### src/rtl/progmem_loader.sv
// Boot-time program-memory loader: packs a byte stream into LE 32-bit words and writes them over Avalon-MM.
// Optional read-back verify when PROGMEM_LOADER_VERIFY_EN is defined.
module progmem_loader #(
  parameter int                ADDR_W    = 14,
  parameter logic [ADDR_W-1:0] BASE_ADDR = '0
) (
  input  logic              clk,
  input  logic              rst_n,
  input  logic              start,
  input  logic [ADDR_W-3:0] word_count,
  input  logic [7:0]        s_data,
  input  logic              s_valid,
  output logic              s_ready,
  output logic [ADDR_W-1:0] m_address,
  output logic              m_write,
  output logic [31:0]       m_writedata,
  output logic [3:0]        m_byteenable,
  output logic              m_read,
  input  logic [31:0]       m_readdata,
  input  logic [1:0]        m_response,
  input  logic              m_waitrequest,
  output logic              busy,
  output logic              done,
  output logic              error,
  output logic              cpu_rst_n
);

  typedef enum logic [2:0] {S_IDLE, S_COLLECT, S_WRITE, S_READ, S_ADVANCE, S_DONE} state_t;

  state_t            r_state, w_nstate;
  logic [ADDR_W-3:0] r_rem;
  logic [ADDR_W-1:0] r_addr;
  logic [31:0]       r_wdata;
  logic [1:0]        r_byte_idx;
  logic              r_error, r_cpu_rst_n;
  logic              r_s_ready, r_m_write, r_m_read, r_busy, r_done;
  logic              w_set_err, w_err_d;
  logic              w_s_ready_d, w_m_write_d, w_m_read_d, w_busy_d, w_done_d, w_cpu_rst_n_d;

  always_ff @(posedge clk or negedge rst_n)
    if (!rst_n) r_state <= S_IDLE;
    else        r_state <= w_nstate;

  always_comb begin
    w_nstate  = r_state;
    w_set_err = 1'b0;
    case (r_state)
      S_IDLE:    if (start) w_nstate = (word_count == '0) ? S_DONE : S_COLLECT;
      S_COLLECT: if (s_valid && r_byte_idx == 2'd3) w_nstate = S_WRITE;
      S_WRITE:
        if (!m_waitrequest) begin
          if (m_response != 2'b00) begin
            w_set_err = 1'b1;
            w_nstate  = S_DONE;
          end else begin
`ifdef PROGMEM_LOADER_VERIFY_EN
            w_nstate = S_READ;
`else
            w_nstate = S_ADVANCE;
`endif
          end
        end
`ifdef PROGMEM_LOADER_VERIFY_EN
      S_READ:
        if (!m_waitrequest) begin
          if (m_response != 2'b00 || m_readdata != r_wdata) begin
            w_set_err = 1'b1;
            w_nstate  = S_DONE;
          end else begin
            w_nstate = S_ADVANCE;
          end
        end
`endif
      S_ADVANCE: w_nstate = (r_rem == (ADDR_W-2)'(1)) ? S_DONE : S_COLLECT;
      S_DONE:    w_nstate = S_IDLE;
      default:   w_nstate = S_IDLE;
    endcase
  end

  // Outputs are registered from the next state so they line up with the state register.
  always_comb begin
    w_err_d        = (r_state == S_IDLE && start) ? 1'b0 : (r_error | w_set_err);
    w_s_ready_d    = (w_nstate == S_COLLECT);
    w_m_write_d    = (w_nstate == S_WRITE);
    w_m_read_d     = (w_nstate == S_READ);
    w_busy_d       = (w_nstate != S_IDLE);
    w_done_d       = (w_nstate == S_DONE);
    w_cpu_rst_n_d  = r_cpu_rst_n | (w_done_d & ~w_err_d);
  end

  always_ff @(posedge clk or negedge rst_n) begin
    if (!rst_n) begin
      r_rem       <= '0;
      r_addr      <= BASE_ADDR;
      r_wdata     <= '0;
      r_byte_idx  <= '0;
      r_error     <= 1'b0;
      r_cpu_rst_n <= 1'b0;
      r_s_ready   <= 1'b0;
      r_m_write   <= 1'b0;
      r_m_read    <= 1'b0;
      r_busy      <= 1'b0;
      r_done      <= 1'b0;
    end else begin
      r_error     <= w_err_d;
      r_cpu_rst_n <= w_cpu_rst_n_d;
      r_s_ready   <= w_s_ready_d;
      r_m_write   <= w_m_write_d;
      r_m_read    <= w_m_read_d;
      r_busy      <= w_busy_d;
      r_done      <= w_done_d;
      if (r_state == S_IDLE && start) begin
        r_rem      <= word_count;
        r_addr     <= BASE_ADDR;
        r_byte_idx <= '0;
      end
      if (r_state == S_COLLECT && s_valid) begin
        r_wdata[{r_byte_idx, 3'b000} +: 8] <= s_data;
        r_byte_idx                         <= r_byte_idx + 2'd1;
      end
      // Address wraps modulo 2^ADDR_W by width.
      if (r_state == S_ADVANCE) begin
        r_addr <= r_addr + ADDR_W'(4);
        r_rem  <= r_rem - (ADDR_W-2)'(1);
      end
    end
  end

  assign s_ready      = r_s_ready;
  assign m_address    = r_addr;
  assign m_write      = r_m_write;
  assign m_writedata  = r_wdata;
  assign m_byteenable = r_m_write ? 4'hF : 4'h0;
  assign busy         = r_busy;
  assign done         = r_done;
  assign error        = r_error;
  assign cpu_rst_n    = r_cpu_rst_n;

`ifdef PROGMEM_LOADER_VERIFY_EN
  assign m_read = r_m_read;
`else
  logic w_unused;
  assign w_unused = ^{m_readdata, r_m_read};
  assign m_read   = 1'b0;
`endif

endmodule

### config.mk
export PLATFORM = sky130hd
export DESIGN_NAME = progmem_loader
export DESIGN_NICKNAME = d
export VERILOG_FILES = /design/src/rtl/progmem_loader.sv
export SDC_FILE = /design/constraint.sdc
export NUM_CORES = 1
export LEC_CHECK = 0
export ABC_CLOCK_PERIOD_IN_PS = 1750
export CORE_UTILIZATION = 30
export DETAILED_ROUTE_END_ITERATION = 10
export GPL_TIMING_DRIVEN = 0
export PLACE_DENSITY = 0.62
export SLEW_MARGIN = 20
export SYNTH_ARGS = -nofsm -noshare
export SYNTH_HDL_FRONTEND = slang
export SYNTH_SLANG_ARGS = --single-unit
### constraint.sdc
create_clock -name clk -period 1.75 [get_ports clk]
set_input_delay 0.2625 -clock clk [delete_from_list [all_inputs] [get_ports clk]]
set_output_delay 0.2625 -clock clk [all_outputs]
set_load 0.02 [all_outputs]
==> qor.txt, run 1 <==
layout cell share with drive strength beyond 1 -> 14.9%
worst path cell trace -> clkdlybuf4s50_1
final WL -> 8570 um
WS Path Type -> reg2out
via count -> 2847
FFs w/ async S/R, synth -> 100%
IO Count -> 116
Mapped Cells -> 336
gr ovfl total -> 0
initial antenna violation count -> 0
fmax -> 593 MHz
setup violators final -> 0
PwrDens -> 1620 nW/um^2
Synth Cell Area -> 3250 sq um
final hold vios -> 0
share of the synthesized area in the top cell type -> 51.5%
antenna diode count -> 0
status -> complete, no violations
drt first pass iters -> 4
die area -> 11300 sq um
worst hold path type -> in2async
Placement Setup Slack -> -0.345 ns
Synth top cells by count -> nand2_1, dfrtp_1, o21ai_0
setup_tns -> 0 ns
Chip Width -> 106 um
Syn Area/Cell -> 9.68 sq um
number of remaining DRC errors -> 0
starting density of the core -> 31.2%
Top delay family on crit path -> buffers and inverters
Net count, final -> 506
crit-path max FO -> 7
cts bufs inserted -> 9
filler instances -> 1023
largest area contributor in the synthesized netlist -> dfrtp_1
post-synthesis sequential area ratio -> 51.5%
Worst EP arrival -> 1.42 ns
number of synthesized register bits -> 67
static leakage -> 2.00 nW
Buf/Inv on CP -> 1
Worst-path clk slew -> 0.07 ns
gpl congestion -> 0.787
Min Clock Period, post-route -> 1.69 ns
largest net degree at the start of global routing -> 58
most frequent cell after synthesis -> nand2_1
Syn. warnings -> 0
Critical Path Max Stage Delay -> 0.64 ns
max-slew violation count -> 0
die height -> 106 um
Max Buffers Root-to-Sink -> 2
post-synthesis cell type count -> 51
final setup margin -> 0.0630 ns
Main synth FF type -> dfrtp_1
MaxCap Viol Count -> 0
clk_skew -> 0.00650 ns
Buffers on Ports -> 80
Num Clock Sinks -> 67
Max rail drop VDD -> 796 uV
P&R area growth vs syn -> 42.0%
DRT antenna net count -> 0
drt via density -> 4.91
required time worst endpoint -> 1.49 ns
Post-synth EDFFs -> 0
post-DR wirelength/cell -> 14.8 um
worst hold slack -> 0.298 ns
core region area -> 10400 sq um
CP endpoint kind -> output port
most area-consuming cells after synthesis -> dfrtp_1, nand2_1, o21ai_0
Root Buffer -> clkbuf_8
post-layout util -> 44.3%
Worst-Skew Late Latency -> 0.34 ns
startpoint types -> flop
CTS H-tree lvls -> 3
Slowest cell on crit path -> clkdlybuf4s50_1
DR iter-0 viols -> 101
Tcrit/Tclk final -> 96.4%
vias in the first global route -> 2892
RSZ-0062 raised after global routing -> yes
CTS tree -> done
Final HPWL DP -> 6080 um
Total GRT Usage -> 16.3%
first-pass GRT wire length -> 14400 um
# rows -> 37
## area by class of cell
| type | instances | area [sq um] | share of cell area [%] |
|---|---|---|---|
| repair buffers | 90 | 898 | 19.5 |
| clock inverters | 4 | 47.5 | 1.03 |
| flip-flops and latches | 67 | 1680 | 36.3 |
| inverters | 7 | 30.0 | 0.650 |
| multi-input cells | 247 | 1490 | 32.3 |
| well taps | 136 | 170 | 3.68 |
| plain buffers | 17 | 136 | 2.95 |
| clock buffers | 12 | 165 | 3.58 |
## through the flow
step                total power [mW]  std cells  cell area [sq um]
floorplan                       4.37        338               3260
global placement                5.73        554               4230
detailed placement              5.78        555               4260
CTS                             7.43        576               4560
global route                    7.99        580               4620
finish                          7.46        580               4620
## power breakdown
part	internal [mW]	switching [mW]	total, mW
Clock	0.770	0.595	1.37
Sequential	2.15	0.487	2.63
Combinational	1.61	1.85	3.46
## cell usage in the layout, fill, tap and decap left out, drive strengths merged, types with 4 or more instances in the layout
master         instances
nand2                 92
clkdlybuf4s50         72
dfrtp                 67
o21ai                 41
buf                   27
nor2                  15
clkbuf                12
a21oi                 11
o211ai                10
nand3                  9
ha                     8
inv                    6
nor4                   6
nand4                  5
nor3b                  5
nor3                   5
mux2i                  4
dlygate4sd2            4
## repair_timing
item / CTS / global route
endpoints found under the hold margin: 10 / 0
endpoints found under the setup margin: 36 / 29
buffers inserted: 4 / 4
gates resized for setup: 16 / 6
pin swaps: 0 / 3
hold buffers: 1 / 0
## layer usage
| metal | wire, um | part of all wire [%] | track usage (%) |
|---|---|---|---|
| met5 | 0 | 0 | 0 |
| met1 | 3780 | 44 | 20.0 |
| met4 | 96 | 1.1 | 4.37 |
| met2 | 4100 | 48 | 26.7 |
| met3 | 597 | 7.0 | 6.13 |
## flip-flops by register name, summed over array words and instances (netlist names)
| signal | flops |
|---|---|
| busy | 1 |
| cpu_rst_n | 1 |
| m_writedata | 32 |
| m_write | 1 |
| error | 1 |
| r_state | 3 |
| done | 1 |
| s_ready | 1 |
| m_address | 12 |
| r_rem | 12 |
| r_byte_idx | 2 |
## cell families (layout without fill, tap and decap cells)
group | after synthesis | after routing | share of synthesized area [%]
other | 1 | 3 | 0.115
adder cells (fa/ha/maj) | 8 | 8 | 3.08
multiplexers | 5 | 5 | 1.58
AO/OA/AOI/OAI | 78 | 78 | 14.7
buffers and inverters | 24 | 130 | 5.00
flip-flops | 67 | 67 | 51.5
AND/OR/NAND/NOR | 153 | 153 | 24.0
## path summary, 6_finish.rpt
check	slack, ns	startpoint	depth (start not counted)	to
max in group asynchronous	0.92	rst_n	3	r_byte_idx[0]
worst min register to register	0.48	m_address[13]	1	m_address[13]
worst max register to register	0.11	r_byte_idx[0]	6	m_writedata[14]
worst max-delay path	0.06	m_address[6]	1	m_address[6]
min in group clk	0.48	m_address[13]	1	m_address[13]
worst min-delay path	0.30	rst_n	2	m_address[3]
Note: power is estimated with default switching activity, not from simulation.
==> run 2: changes to the inputs <==
--- a/config.mk
+++ b/config.mk
@@ -10,7 +10,7 @@
 export DETAILED_ROUTE_END_ITERATION = 10
 export GPL_TIMING_DRIVEN = 0
 export PLACE_DENSITY = 0.62
-export SLEW_MARGIN = 20
+export SLEW_MARGIN = 10
 export SYNTH_ARGS = -nofsm -noshare
 export SYNTH_HDL_FRONTEND = slang
 export SYNTH_SLANG_ARGS = --single-unit
==> run 2 against run 1 <==
  * Power is 0.16% lower
  * Register-to-register slack hardly changed
  * Clock power hardly changed
  * Die area stayed put
  * Combinational power hardly changed
  * Fmax is 1.1% higher
  * Count of clock-buffer cells in the layout is 3 higher
  * Sequential cell count stayed put
  * Utilization is 0.060 points lower
  * Sequential share of layout area hardly changed
  * Non-clock buffer count is 1 higher
  * Sequential power hardly changed
  * Largest power group unchanged
  * Highest routed layer unchanged
==> qor.txt, run 2 (synthesis gave the netlist of run 1 again) <==
status -> complete, no violations
Worst-path clk slew -> 0.07 ns
die height -> 106 um
first-pass GRT wire length -> 14300 um
cts bufs inserted -> 9
Top delay family on crit path -> buffers and inverters
reg-to-reg endpoint -> r_rem[10]
Max Buffers Root-to-Sink -> 2
Worst-Skew Late Latency -> 0.34 ns
worst hold path type -> in2async
area post-placement -> 4260 sq um
WS Path Type -> reg2out
R2R depth -> 4
starting density of the core -> 31.2%
Worst EP arrival -> 1.41 ns
filler instances -> 1026
worst r2r src -> r_state[1]
gpl congestion -> 0.787
post-layout util -> 44.3%
Slowest cell on crit path -> clkdlybuf4s50_1
static leakage -> 1.97 nW
busiest layer in global routing -> met2
worst path cell trace -> clkdlybuf4s50_1
final WL -> 8560 um
core region area -> 10400 sq um
Min Clock Period, post-route -> 1.67 ns
post-DR wirelength/cell -> 14.7 um
Critical Path Max Stage Delay -> 0.64 ns
Root Buffer -> clkbuf_8
met2 Track Usage GR -> 26.6%
via count -> 2842
Total GRT Usage -> 16.1%
Buffers on Ports -> 80
fmax -> 599 MHz
Chip Width -> 106 um
most common cell after layout, fill and taps aside -> nand2_1
layout cell share with drive strength beyond 1 -> 14.2%
vias in the first global route -> 2843
Final HPWL DP -> 6090 um
Net count, final -> 507
number of remaining DRC errors -> 0
CTS tree -> done
Design Area, Final -> 4610 sq um
MaxCap Viol Count -> 0
PwrDens -> 1620 nW/um^2
crit-path max FO -> 5
DR iter-0 viols -> 146
drt via density -> 4.89
initial antenna violation count -> 0
clk_skew -> 0.00684 ns
Tcrit/Tclk final -> 95.4%
R2R Setup Slk -> 0.11 ns
Num Clock Sinks -> 67
# rows -> 37
startpoint types -> flop
die area -> 11300 sq um
setup violators final -> 0
DRT antenna net count -> 0
gr ovfl total -> 0
max-slew violation count -> 0
Max rail drop VDD -> 849 uV
CTS H-tree lvls -> 3
Buf/Inv on CP -> 1
max reg flops -> 32
most frequent cells in the layout -> nand2_1, clkdlybuf4s50_1, dfrtp_1
CP endpoint kind -> output port
P&R area growth vs syn -> 41.8%
grt met3 use -> 5.52%
largest net degree at the start of global routing -> 59
antenna diode count -> 0
total power -> 7.45 mW
final hold vios -> 0
required time worst endpoint -> 1.49 ns
drt first pass iters -> 5
worst slew pin tran -> 0.549 ns
Slew headroom -> 63.3%
IO Count -> 116
met1 Usage GRT -> 20.0%
==> run 2: cell types whose count changed in the layout (fill, tap and decap cells not counted) <==
| cell | before | now |
|---|---|---|
| clkbuf_1 | 0 | 3 |
| clkdlybuf4s50_1 | 72 | 74 |
| clkinv_2 | 2 | 0 |
| dlymetal6s2s_1 | 3 | 1 |
| buf_4 | 22 | 23 |
| clkinvlp_4 | 2 | 1 |
| nor2_1 | 14 | 15 |
| nor2_2 | 1 | 0 |
==> run 2: where the power goes <==
part	leakage (nW)	total, mW	internal, mW	switching (mW)
Combinational	0.969	3.47	1.62	1.85
Sequential	0.893	2.63	2.15	0.481
Clock	0.104	1.35	0.779	0.572
==> run 2: per-layer routing <==
layer  up-vias  part of all wire (%)
li1       1378                     -
met4         0                   1.0
met5         -                     0
met3         8                   7.5
met2        99                    48
met1      1357                    44
==> run 2: how the worst max path moves through the flow <==
stage | start | to | slack [ns] | cells past startpoint
after floorplan | r_byte_idx[0] | m_writedata[0] | 0.04 | 5
after global placement | rst_n | m_writedata[5] | -1.87 | 1
after detailed placement | r_byte_idx[0] | m_writedata[5] | -0.33 | 5
after CTS | r_state[1] | cpu_rst_n | 0.01 | 4
after global routing | r_state[1] | r_rem[3] | -0.01 | 5
final | m_address[10] | m_address[10] | 0.08 | 1
==> run 2: worst register-to-register path: stages (launching register included) <==
cell      delay, ns
dfrtp_1        0.50
or4b_4         0.61
buf_6          0.17
o211ai_1       0.09
o211ai_1       0.13
==> run 2: final cells by class <==
| type | count | area (sq um) | area share, % |
|---|---|---|---|
| flip-flops and latches | 67 | 1680 | 36.4 |
| multi-input cells | 247 | 1490 | 32.3 |
| repair buffers | 91 | 901 | 19.5 |
| clock buffers | 15 | 176 | 3.83 |
| well taps | 136 | 170 | 3.69 |
| plain buffers | 17 | 136 | 2.96 |
| clock inverters | 1 | 30.0 | 0.651 |
| inverters | 7 | 30.0 | 0.651 |
==> run 2: what timing repair did <==
item / in CTS / in global routing
hold buffers: 1 / 0
pin swaps: 2 / 3
setup endpoints to repair: 36 / 28
hold endpoints to repair: 9 / 0
setup buffers: 4 / 5
resized for setup: 16 / 3
==> run 2: through the flow <==
stage	worst slack, ns	instances	hold WS (ns)	setup TNS, ns
2_1_floorplan	0.0419	338	-0.0331	0
3_3_place_gp	-1.87	554	0.464	-133.95
3_5_place_dp	-0.334	555	0.112	-10.18
4_1_cts	0.0129	576	0.287	0
5_1_grt	-0.00975	581	0.288	-0.00975
6_report	0.0811	581	0.300	0
